File: config.mk
export PLATFORM = sky130hd
export DESIGN_NAME = cpu_mdu_arbiter_flat
export DESIGN_NICKNAME = d
export VERILOG_FILES = /design/src/rtl/cpu_mdu_arbiter_if.sv /design/src/rtl/cpu_mdu_arbiter.sv /design/src/flat_wrapper.sv
export SDC_FILE = /design/constraint.sdc
export NUM_CORES = 1
export LEC_CHECK = 0
export ABC_AREA = 0
export CAP_MARGIN = 20
export CORE_MARGIN = 2
export CORE_UTILIZATION = 25
export DETAILED_ROUTE_END_ITERATION = 8
export DONT_BUFFER_PORTS = 1
export HOLD_SLACK_MARGIN = 0.05
export PLACE_DENSITY = 0.42
export REMOVE_ABC_BUFFERS = 1
export SETUP_SLACK_MARGIN = 0.4
export SYNTH_ARGS = -nofsm -noshare
export SYNTH_HDL_FRONTEND = slang
export SYNTH_SLANG_ARGS = --single-unit
File: constraint.sdc
create_clock -name clk -period 1.8 [get_ports clk]
set_clock_uncertainty 0.15 [all_clocks]
set_input_delay 0.27 -clock clk [delete_from_list [all_inputs] [get_ports clk]]
set_output_delay 0.27 -clock clk [all_outputs]
set_load 0.005 [all_outputs]
File: src/rtl/cpu_mdu_arbiter_if.sv
// Bundle between the two CPU requesters, the arbiter and the shared MDU.
// The arbiter connects through the slave modport. The requester/MDU side connects through the master modport.
interface cpu_mdu_arbiter_if #(
    parameter int XLEN = 32
);
    logic [1:0]      req_valid;
    logic [1:0]      req_ready;
    logic [2:0]      req_op0;
    logic [2:0]      req_op1;
    logic [XLEN-1:0] req_a0;
    logic [XLEN-1:0] req_b0;
    logic [XLEN-1:0] req_a1;
    logic [XLEN-1:0] req_b1;
    logic [1:0]      rsp_valid;
    logic [1:0]      rsp_ready;
    logic [XLEN-1:0] rsp_result;
    logic            rsp_err;
    logic [XLEN-1:0] mdu_operand_a;
    logic [XLEN-1:0] mdu_operand_b;
    logic [2:0]      mdu_control;
    logic            mdu_start;
    logic [XLEN-1:0] mdu_result;
    logic            mdu_ready;

    modport slave (
        input  req_valid, req_op0, req_op1, req_a0, req_b0, req_a1, req_b1,
        input  rsp_ready, mdu_result, mdu_ready,
        output req_ready, rsp_valid, rsp_result, rsp_err,
        output mdu_operand_a, mdu_operand_b, mdu_control, mdu_start
    );

    modport master (
        output req_valid, req_op0, req_op1, req_a0, req_b0, req_a1, req_b1,
        output rsp_ready, mdu_result, mdu_ready,
        input  req_ready, rsp_valid, rsp_result, rsp_err,
        input  mdu_operand_a, mdu_operand_b, mdu_control, mdu_start
    );
endinterface

File: src/rtl/cpu_mdu_arbiter.sv
// Two-requester arbiter for a shared multiply/divide unit.
// The arbiter grants one request at a time, alternating when both requesters are pending.
// It issues a single start pulse to the MDU and then waits, bounded by TIMEOUT cycles.
// It returns the result, or a timeout abort, to the granted requester only.
module cpu_mdu_arbiter #(
    parameter int XLEN    = 32,
    parameter int TIMEOUT = 255
) (
    input  logic                 clk,
    input  logic                 reset_n,
    cpu_mdu_arbiter_if.slave     bus,
    output logic                 busy
);

    typedef enum logic [1:0] {
        IDLE,
        ISSUE,
        WAIT,
        RESP
    } stateType;

    localparam logic [7:0] TimeoutLast = 8'(TIMEOUT - 1);

    stateType        r_state;
    stateType        w_nextState;
    logic            r_lastGrant;
    logic            r_grant;
    logic [2:0]      r_op;
    logic [XLEN-1:0] r_a;
    logic [XLEN-1:0] r_b;
    logic [XLEN-1:0] r_result;
    logic            r_err;
    logic [7:0]      r_count;

    logic            w_anyValid;
    logic            w_grantSel;
    logic            w_timeoutHit;
    logic [1:0]      w_reqReady;
    logic [1:0]      w_rspValid;
    logic            w_mduStart;

    assign w_anyValid   = |bus.req_valid;
    assign w_grantSel   = (bus.req_valid == 2'b11) ? ~r_lastGrant : bus.req_valid[1];
    assign w_timeoutHit = (r_count == TimeoutLast);

    // State register; reset abandons any op in flight without a response
    always_ff @(posedge clk or negedge reset_n) begin
        if (!reset_n) begin
            r_state <= IDLE;
        end else begin
            r_state <= w_nextState;
        end
    end

    // Next-state and handshake strobes; req_ready is gated by reset_n so nothing is offered while reset is held
    always_comb begin
        w_nextState = r_state;
        w_reqReady  = 2'b00;
        w_rspValid  = 2'b00;
        w_mduStart  = 1'b0;
        case (r_state)
            IDLE: begin
                if (w_anyValid && reset_n) begin
                    w_reqReady[w_grantSel] = 1'b1;
                    w_nextState            = ISSUE;
                end
            end
            ISSUE: begin
                w_mduStart  = 1'b1;
                w_nextState = WAIT;
            end
            WAIT: begin
                if (bus.mdu_ready || w_timeoutHit) begin
                    w_nextState = RESP;
                end
            end
            RESP: begin
                w_rspValid[r_grant] = 1'b1;
                if (bus.rsp_ready[r_grant]) begin
                    w_nextState = IDLE;
                end
            end
            default: begin
                w_nextState = IDLE;
            end
        endcase
    end

    // Datapath registers: request latch, wait counter, result/error capture and fairness pointer
    always_ff @(posedge clk or negedge reset_n) begin
        if (!reset_n) begin
            r_lastGrant <= 1'b1;
            r_grant     <= 1'b0;
            r_op        <= '0;
            r_a         <= '0;
            r_b         <= '0;
            r_result    <= '0;
            r_err       <= 1'b0;
            r_count     <= '0;
        end else begin
            case (r_state)
                IDLE: begin
                    if (w_anyValid) begin
                        r_grant <= w_grantSel;
                        r_op    <= w_grantSel ? bus.req_op1 : bus.req_op0;
                        r_a     <= w_grantSel ? bus.req_a1  : bus.req_a0;
                        r_b     <= w_grantSel ? bus.req_b1  : bus.req_b0;
                    end
                end
                ISSUE: begin
                    r_count <= '0;
                end
                WAIT: begin
                    if (bus.mdu_ready) begin
                        r_result <= bus.mdu_result;
                        r_err    <= 1'b0;
                    end else if (w_timeoutHit) begin
                        r_result <= '0;
                        r_err    <= 1'b1;
                    end else begin
                        r_count <= r_count + 8'd1;
                    end
                end
                RESP: begin
                    if (bus.rsp_ready[r_grant]) begin
                        r_lastGrant <= r_grant;
                    end
                end
                default: begin
                    r_count <= '0;
                end
            endcase
        end
    end

    assign bus.req_ready     = w_reqReady;
    assign bus.rsp_valid     = w_rspValid;
    assign bus.rsp_result    = r_result;
    assign bus.rsp_err       = r_err;
    assign bus.mdu_operand_a = r_a;
    assign bus.mdu_operand_b = r_b;
    assign bus.mdu_control   = r_op;
    assign bus.mdu_start     = w_mduStart;
    assign busy              = (r_state != IDLE);

endmodule

File: src/flat_wrapper.sv
// flat-port wrapper written by rule: the top's interface ports become plain ports
module cpu_mdu_arbiter_flat 
#(
    parameter int XLEN    = 32,
    parameter int TIMEOUT = 255
)
  (clk, reset_n, busy, bus_req_valid, bus_req_op0, bus_req_op1, bus_req_a0, bus_req_b0, bus_req_a1, bus_req_b1, bus_rsp_ready, bus_mdu_result, bus_mdu_ready, bus_req_ready, bus_rsp_valid, bus_rsp_result, bus_rsp_err, bus_mdu_operand_a, bus_mdu_operand_b, bus_mdu_control, bus_mdu_start);
  cpu_mdu_arbiter_if #(.XLEN(XLEN)) bus_i ();
  input  logic clk;
  input  logic reset_n;
  output logic busy;
  input wire logic [$bits(bus_i.req_valid)-1:0] bus_req_valid;
  input wire logic [$bits(bus_i.req_op0)-1:0] bus_req_op0;
  input wire logic [$bits(bus_i.req_op1)-1:0] bus_req_op1;
  input wire logic [$bits(bus_i.req_a0)-1:0] bus_req_a0;
  input wire logic [$bits(bus_i.req_b0)-1:0] bus_req_b0;
  input wire logic [$bits(bus_i.req_a1)-1:0] bus_req_a1;
  input wire logic [$bits(bus_i.req_b1)-1:0] bus_req_b1;
  input wire logic [$bits(bus_i.rsp_ready)-1:0] bus_rsp_ready;
  input wire logic [$bits(bus_i.mdu_result)-1:0] bus_mdu_result;
  input wire logic [$bits(bus_i.mdu_ready)-1:0] bus_mdu_ready;
  output wire logic [$bits(bus_i.req_ready)-1:0] bus_req_ready;
  output wire logic [$bits(bus_i.rsp_valid)-1:0] bus_rsp_valid;
  output wire logic [$bits(bus_i.rsp_result)-1:0] bus_rsp_result;
  output wire logic [$bits(bus_i.rsp_err)-1:0] bus_rsp_err;
  output wire logic [$bits(bus_i.mdu_operand_a)-1:0] bus_mdu_operand_a;
  output wire logic [$bits(bus_i.mdu_operand_b)-1:0] bus_mdu_operand_b;
  output wire logic [$bits(bus_i.mdu_control)-1:0] bus_mdu_control;
  output wire logic [$bits(bus_i.mdu_start)-1:0] bus_mdu_start;
  assign bus_i.req_valid = bus_req_valid;
  assign bus_i.req_op0 = bus_req_op0;
  assign bus_i.req_op1 = bus_req_op1;
  assign bus_i.req_a0 = bus_req_a0;
  assign bus_i.req_b0 = bus_req_b0;
  assign bus_i.req_a1 = bus_req_a1;
  assign bus_i.req_b1 = bus_req_b1;
  assign bus_i.rsp_ready = bus_rsp_ready;
  assign bus_i.mdu_result = bus_mdu_result;
  assign bus_i.mdu_ready = bus_mdu_ready;
  assign bus_req_ready = bus_i.req_ready;
  assign bus_rsp_valid = bus_i.rsp_valid;
  assign bus_rsp_result = bus_i.rsp_result;
  assign bus_rsp_err = bus_i.rsp_err;
  assign bus_mdu_operand_a = bus_i.mdu_operand_a;
  assign bus_mdu_operand_b = bus_i.mdu_operand_b;
  assign bus_mdu_control = bus_i.mdu_control;
  assign bus_mdu_start = bus_i.mdu_start;
  cpu_mdu_arbiter #(.XLEN(XLEN), .TIMEOUT(TIMEOUT)) u_core (.clk(clk), .reset_n(reset_n), .bus(bus_i), .busy(busy));
endmodule
==> summary.txt, run 1 <==
Status
  • Status: aborted with a tool error
  • Stopped at: clock tree synthesis (4_1_cts)
  • Halt Reason: [ERROR RSZ-0060] Max buffer count reached.

Synthesis
  • Ys async rst share: 100%
  • Yosys top cell by area: dfrtp_1
  • Post-synthesis mux area share: 14.2%
  • Synth Area in Adders: 1.49%
  • Top_reg_cell synth: dfrtp_1
  • Synth Area in XOR/XNOR: 0%
  • Ranking of synthesized cells by area: dfrtp_1 (55%), mux2i_1 (14%), a22o_1 (5.7%)
  • #FFs+latches synth: 112
  • Complex-gate fraction of the synthesized area: between 10% and 20%
  • Syn_area_per_cell: 11.4 µm²
  • Sequential area share after synthesis: 55.7%
  • EDFF count, synth: 0
  • Syn Inst Count: 443
  • Largest family of logic cells by synthesized area: compound AO/OA/AOI/OAI gates
  • Most frequent cell after synthesis: dfrtp_1
  • Syn Std Cell Area: 5030 µm²
  • Commonest cells post-synth: dfrtp_1 (111), nand2_1 (74), mux2i_1 (69)
  • Yosys Warn Count: 0
  • Top-area cell type share of the netlist area: 55.2%
  • Netlist cell types: 41
  • Synth Area in Simple Gates: between 8 and 9%

Die
  • DIE WIDTH: 146 µm
  • Vert. Die Dim: 146 µm
  • Initial Utilization: 25.7%
  • FP Rows: 51
  • # IOs: 279

CTS
  • Post-CTS resize count: 244
  • Clk sinks: 112
  • H-tree depth: 3
  • Bufs on Longest Clock Path: 2
  • Hold buffers post-CTS: 156
  • Clock root cell: clkbuf_16
  • Postcts setup bufs: 31
  • Num CTS Buffers: 9

Placement
  • Port Buffers: 0
  • Detailed-placement wirelength estimate: 9510 µm
  • Gp weighted congestion: 0.754
through the flow:
| stage | util [%] | worst slack (ns) | instances | TNS [ns] | area, µm² |
|---|---|---|---|---|---|
| after detailed placement | 27.5 | 0.0341 | 698 | 0 | 5390 |
| after floorplan | - | -4.12 | 413 | -291.72 | 4820 |
| after global placement | 27.5 | 0.0681 | 698 | 0 | 5390 |
kinds of logic after synthesis:
family / Yosys count
AND/OR/NAND/NOR: 100
adder cells (fa/ha/maj): 6
flip-flops: 112
AO/OA/AOI/OAI: 118
buffers and inverters: 36
multiplexers: 71
==> run 2, diff against run 1 <==
- CORE_UTILIZATION: 25 -> 20
- HOLD_SLACK_MARGIN: 0.05 -> default
- PLACE_DENSITY: 0.42 -> default
- PLACE_DENSITY_LB_ADDON: default -> 0.15
- SETUP_SLACK_MARGIN: 0.4 -> default
- clock period: 1.8 -> 2.34 ns (I/O delays scaled with it)
==> run 2 against run 1 <==
The flow now finishes, with violations (negative hold slack). Synthesized area is the same. Synthesized cell count is the same.
==> summary.txt, run 2 <==
Status
  • Status: complete, but fails checks
  • Failing checks: negative hold slack

STA
  • Final setup vio count: 0
  • Worst hold slack: -0.466 ns
  • Final TNS setup: 0 ns
  • Tmin final: 2.15 ns
  • Final Hold Vio Count: 112
  • Min setup slack post-route: 0.190 ns
  • Slew HR: 61.1%
  • Fmax: 465 MHz
  • Final period util: 91.9%
  • RSZ-0062 raised after global routing: no
  • Final Max Slew Viols: 0
  • Measured slew at the worst slew-check pin: between 0.5 and 0.6 ns

Setup path
  • Critical Path, Cell by Cell: inv_1 > ha_2 > o21ai_4 > nor3b_1
  • Reg-to-Reg Start: u_core.r_count[0]
  • CP Launch Type: flop
  • Crit path max fanout: 17
  • Levels on crit path: 4
  • Crit Reg-Reg Endpoint: u_core.r_count[4]
  • Largest stage delay, worst path: 0.41 ns
  • Crit path max-delay family: flip-flops
  • Critical path class: reg2out
  • Buffers & Inverters on Critical Path: 1
  • Crit. End Element: output port
  • Worst R2R Path Depth: 6
  • Setup crit start: u_core.r_state[0]
  • FF-to-FF setup slack: around 0.34 ns
  • WP data arrival: 1.65 ns
  • Setup crit end: bus_req_ready[0]
  • Slowest-stage cell, CP: dfrtp_1
  • Crit path required time: 1.84 ns

Synthesis
  • Netlist cell types: 41 (unchanged)
  • Top-area cell type share of the netlist area: 55.2% (unchanged)
  • Largest family of logic cells by synthesized area: compound AO/OA/AOI/OAI gates
  • #FFs+latches synth: 112 (unchanged)
  • Yosys top cell by area: dfrtp_1
  • Complex-gate fraction of the synthesized area: 15.1% (unchanged)
  • Syn Std Cell Area: 5030 µm² (unchanged)
  • Post-synthesis mux area share: 14.2% (unchanged)
  • Synth Area in Simple Gates: 8.85% (unchanged)
  • Sequential area share after synthesis: 55.7% (unchanged)
  • Synth Area in XOR/XNOR: 0% (unchanged)
  • Most frequent cell after synthesis: dfrtp_1
  • Top_reg_cell synth: dfrtp_1
  • Synth Area in Adders: 1.49% (unchanged)
  • Yosys Warn Count: 0 (unchanged)
  • Commonest cells post-synth: dfrtp_1 (111), nand2_1 (74), mux2i_1 (69)
  • Ys async rst share: 100% (unchanged)
  • Syn Inst Count: 443 (unchanged)
  • Syn_area_per_cell: 11.4 µm² (unchanged)
  • Ranking of synthesized cells by area: dfrtp_1 (55%), mux2i_1 (14%), a22o_1 (5.7%)
  • EDFF count, synth: 0 (unchanged)

Placement
  • Post-placement cell count: 755 (+8.2%)
  • Place WS: 0.361 ns (+0.327 ns)
  • Port Buffers: 0 (unchanged)
  • Detailed-placement wirelength estimate: 9520 µm (+0.11%)
  • Gp weighted congestion: 0.726 (-3.7%)
  • Placed cell areas: 5380 µm² (about the same)

Die
  • Vert. Die Dim: 163 µm (+11%)
  • Full die area: 26,500 µm²
  • CORE AREA: around 25,000 µm²
  • FP Rows: 58 (+14%)
  • Initial Utilization: 20.2% (-5.5 points)
  • # IOs: 279 (unchanged)
  • DIE WIDTH: 163 µm (+11%)

CTS
  • TritonCTS clock tree: yes
  • Clk slew on worst S/H paths: 0.08 ns
  • Clock root cell: clkbuf_16
  • Hold buffers post-CTS: 33 (-79%)
  • Worst-Skew Late Latency: 0.35 ns
  • Clk sinks: 112 (unchanged)
  • Postcts setup bufs: 0 (-100%)
  • H-tree depth: 3 (unchanged)
  • Bufs on Longest Clock Path: 2 (unchanged)
  • Num CTS Buffers: 9 (unchanged)

GRT
  • Initial antenna violation count: 0
  • Largest net degree at the start of global routing: 116
  • Tot GR Track Use: 9.69%
  • First-pass GRT wire length: 19,500 µm
  • Total gr overflow: 0
  • Vias in the first global route: 3,438

Finish
  • Most frequent cells in the layout: dfrtp_1 (111), nand2_1 (74), mux2i_1 (69), o21ai_0 (57)
  • Fillers: 2,673
  • Share of layout cells above drive strength 1: 8.44%
  • Commonest non-fill, non-tap cell in the layout: dfrtp_1
  • Synth-to-layout area growth: 19.3%
  • Final Instance Area: 6010 µm²
  • Utilization after layout: 24.1%
  • Final non-filler cell total: 804
  • Ant diodes: 0
  • Nets: 648

Route
  • First-pass DRT Iterations: 4
  • Vias per inst: around 4.2
  • DRT iter0 DRCs: around 120
  • Residual DRC: 0
  • Wirelength, routed: 13,500 µm
  • ANT nets after route: 0
  • Routed vias: ~3,400
  • Wire per inst: 16.8 µm

Hold path
  • Worst hold path type: in2async

Power and ir drop
  • Pwr/cell area: 1200 nW/µm²
  • Leak: 2.73 nW
  • VDD IR max: 0.355 mV
  • Overall power: 7.18 mW

Job
  • MaxCap Viol Count: 0
-- run 2: logic make-up after synthesis --
kind of cell | Yosys count
AO/OA/AOI/OAI | 118
buffers and inverters | 36
flip-flops | 112
multiplexers | 71
AND/OR/NAND/NOR | 100
adder cells (fa/ha/maj) | 6
-- run 2: area by class of cell --
class / instances / area (µm²) / share of cell area (%)
tap: 330 / 413 / 6.88
clock inverter: 6 / 50.0 / 0.833
inverter: 6 / 22.5 / 0.375
timing repair buffer: 45 / 458 / 7.62
multi-input combinational: 295 / 2020 / 33.6
sequential: 112 / 2800 / 46.7
clock buffer: 10 / 239 / 3.98
-- run 2: report_power, final --
| group | internal, mW | switching, mW | leakage [nW] |
|---|---|---|---|
| registers | 2.83 | 0.789 | 1.40 |
| logic | 0.950 | 1.08 | 1.19 |
| clock network | 0.769 | 0.765 | 0.141 |
-- run 2: how the worst min path moves through the flow --
stage,from,endpoint
final,reset_n,u_core.bus.rsp_result[24]
after global routing,reset_n,u_core.bus.mdu_operand_a[13]
after CTS,reset_n,u_core.bus.mdu_operand_b[30]
after detailed placement,reset_n,u_core.bus.mdu_operand_a[13]
after global placement,reset_n,u_core.bus.mdu_operand_a[25]
after floorplan,reset_n,u_core.bus.mdu_control[0]
-- run 2: what timing repair did --
action | in CTS | in global routing
setup endpoints to repair | 0 | 1
hold endpoints to repair | 145 | 112
resized for setup | 0 | 1
-- run 2: per-layer routing --
layer,global-route usage (%),vias up,part of all wire [%]
met5,0,-,0
met1,10.9,1564,40
met2,16.5,202,48
li1,-,1611,-
met3,4.51,6,11
met4,2.53,0,0.90
No activity file was read; power rests on OpenSTA's default activity.
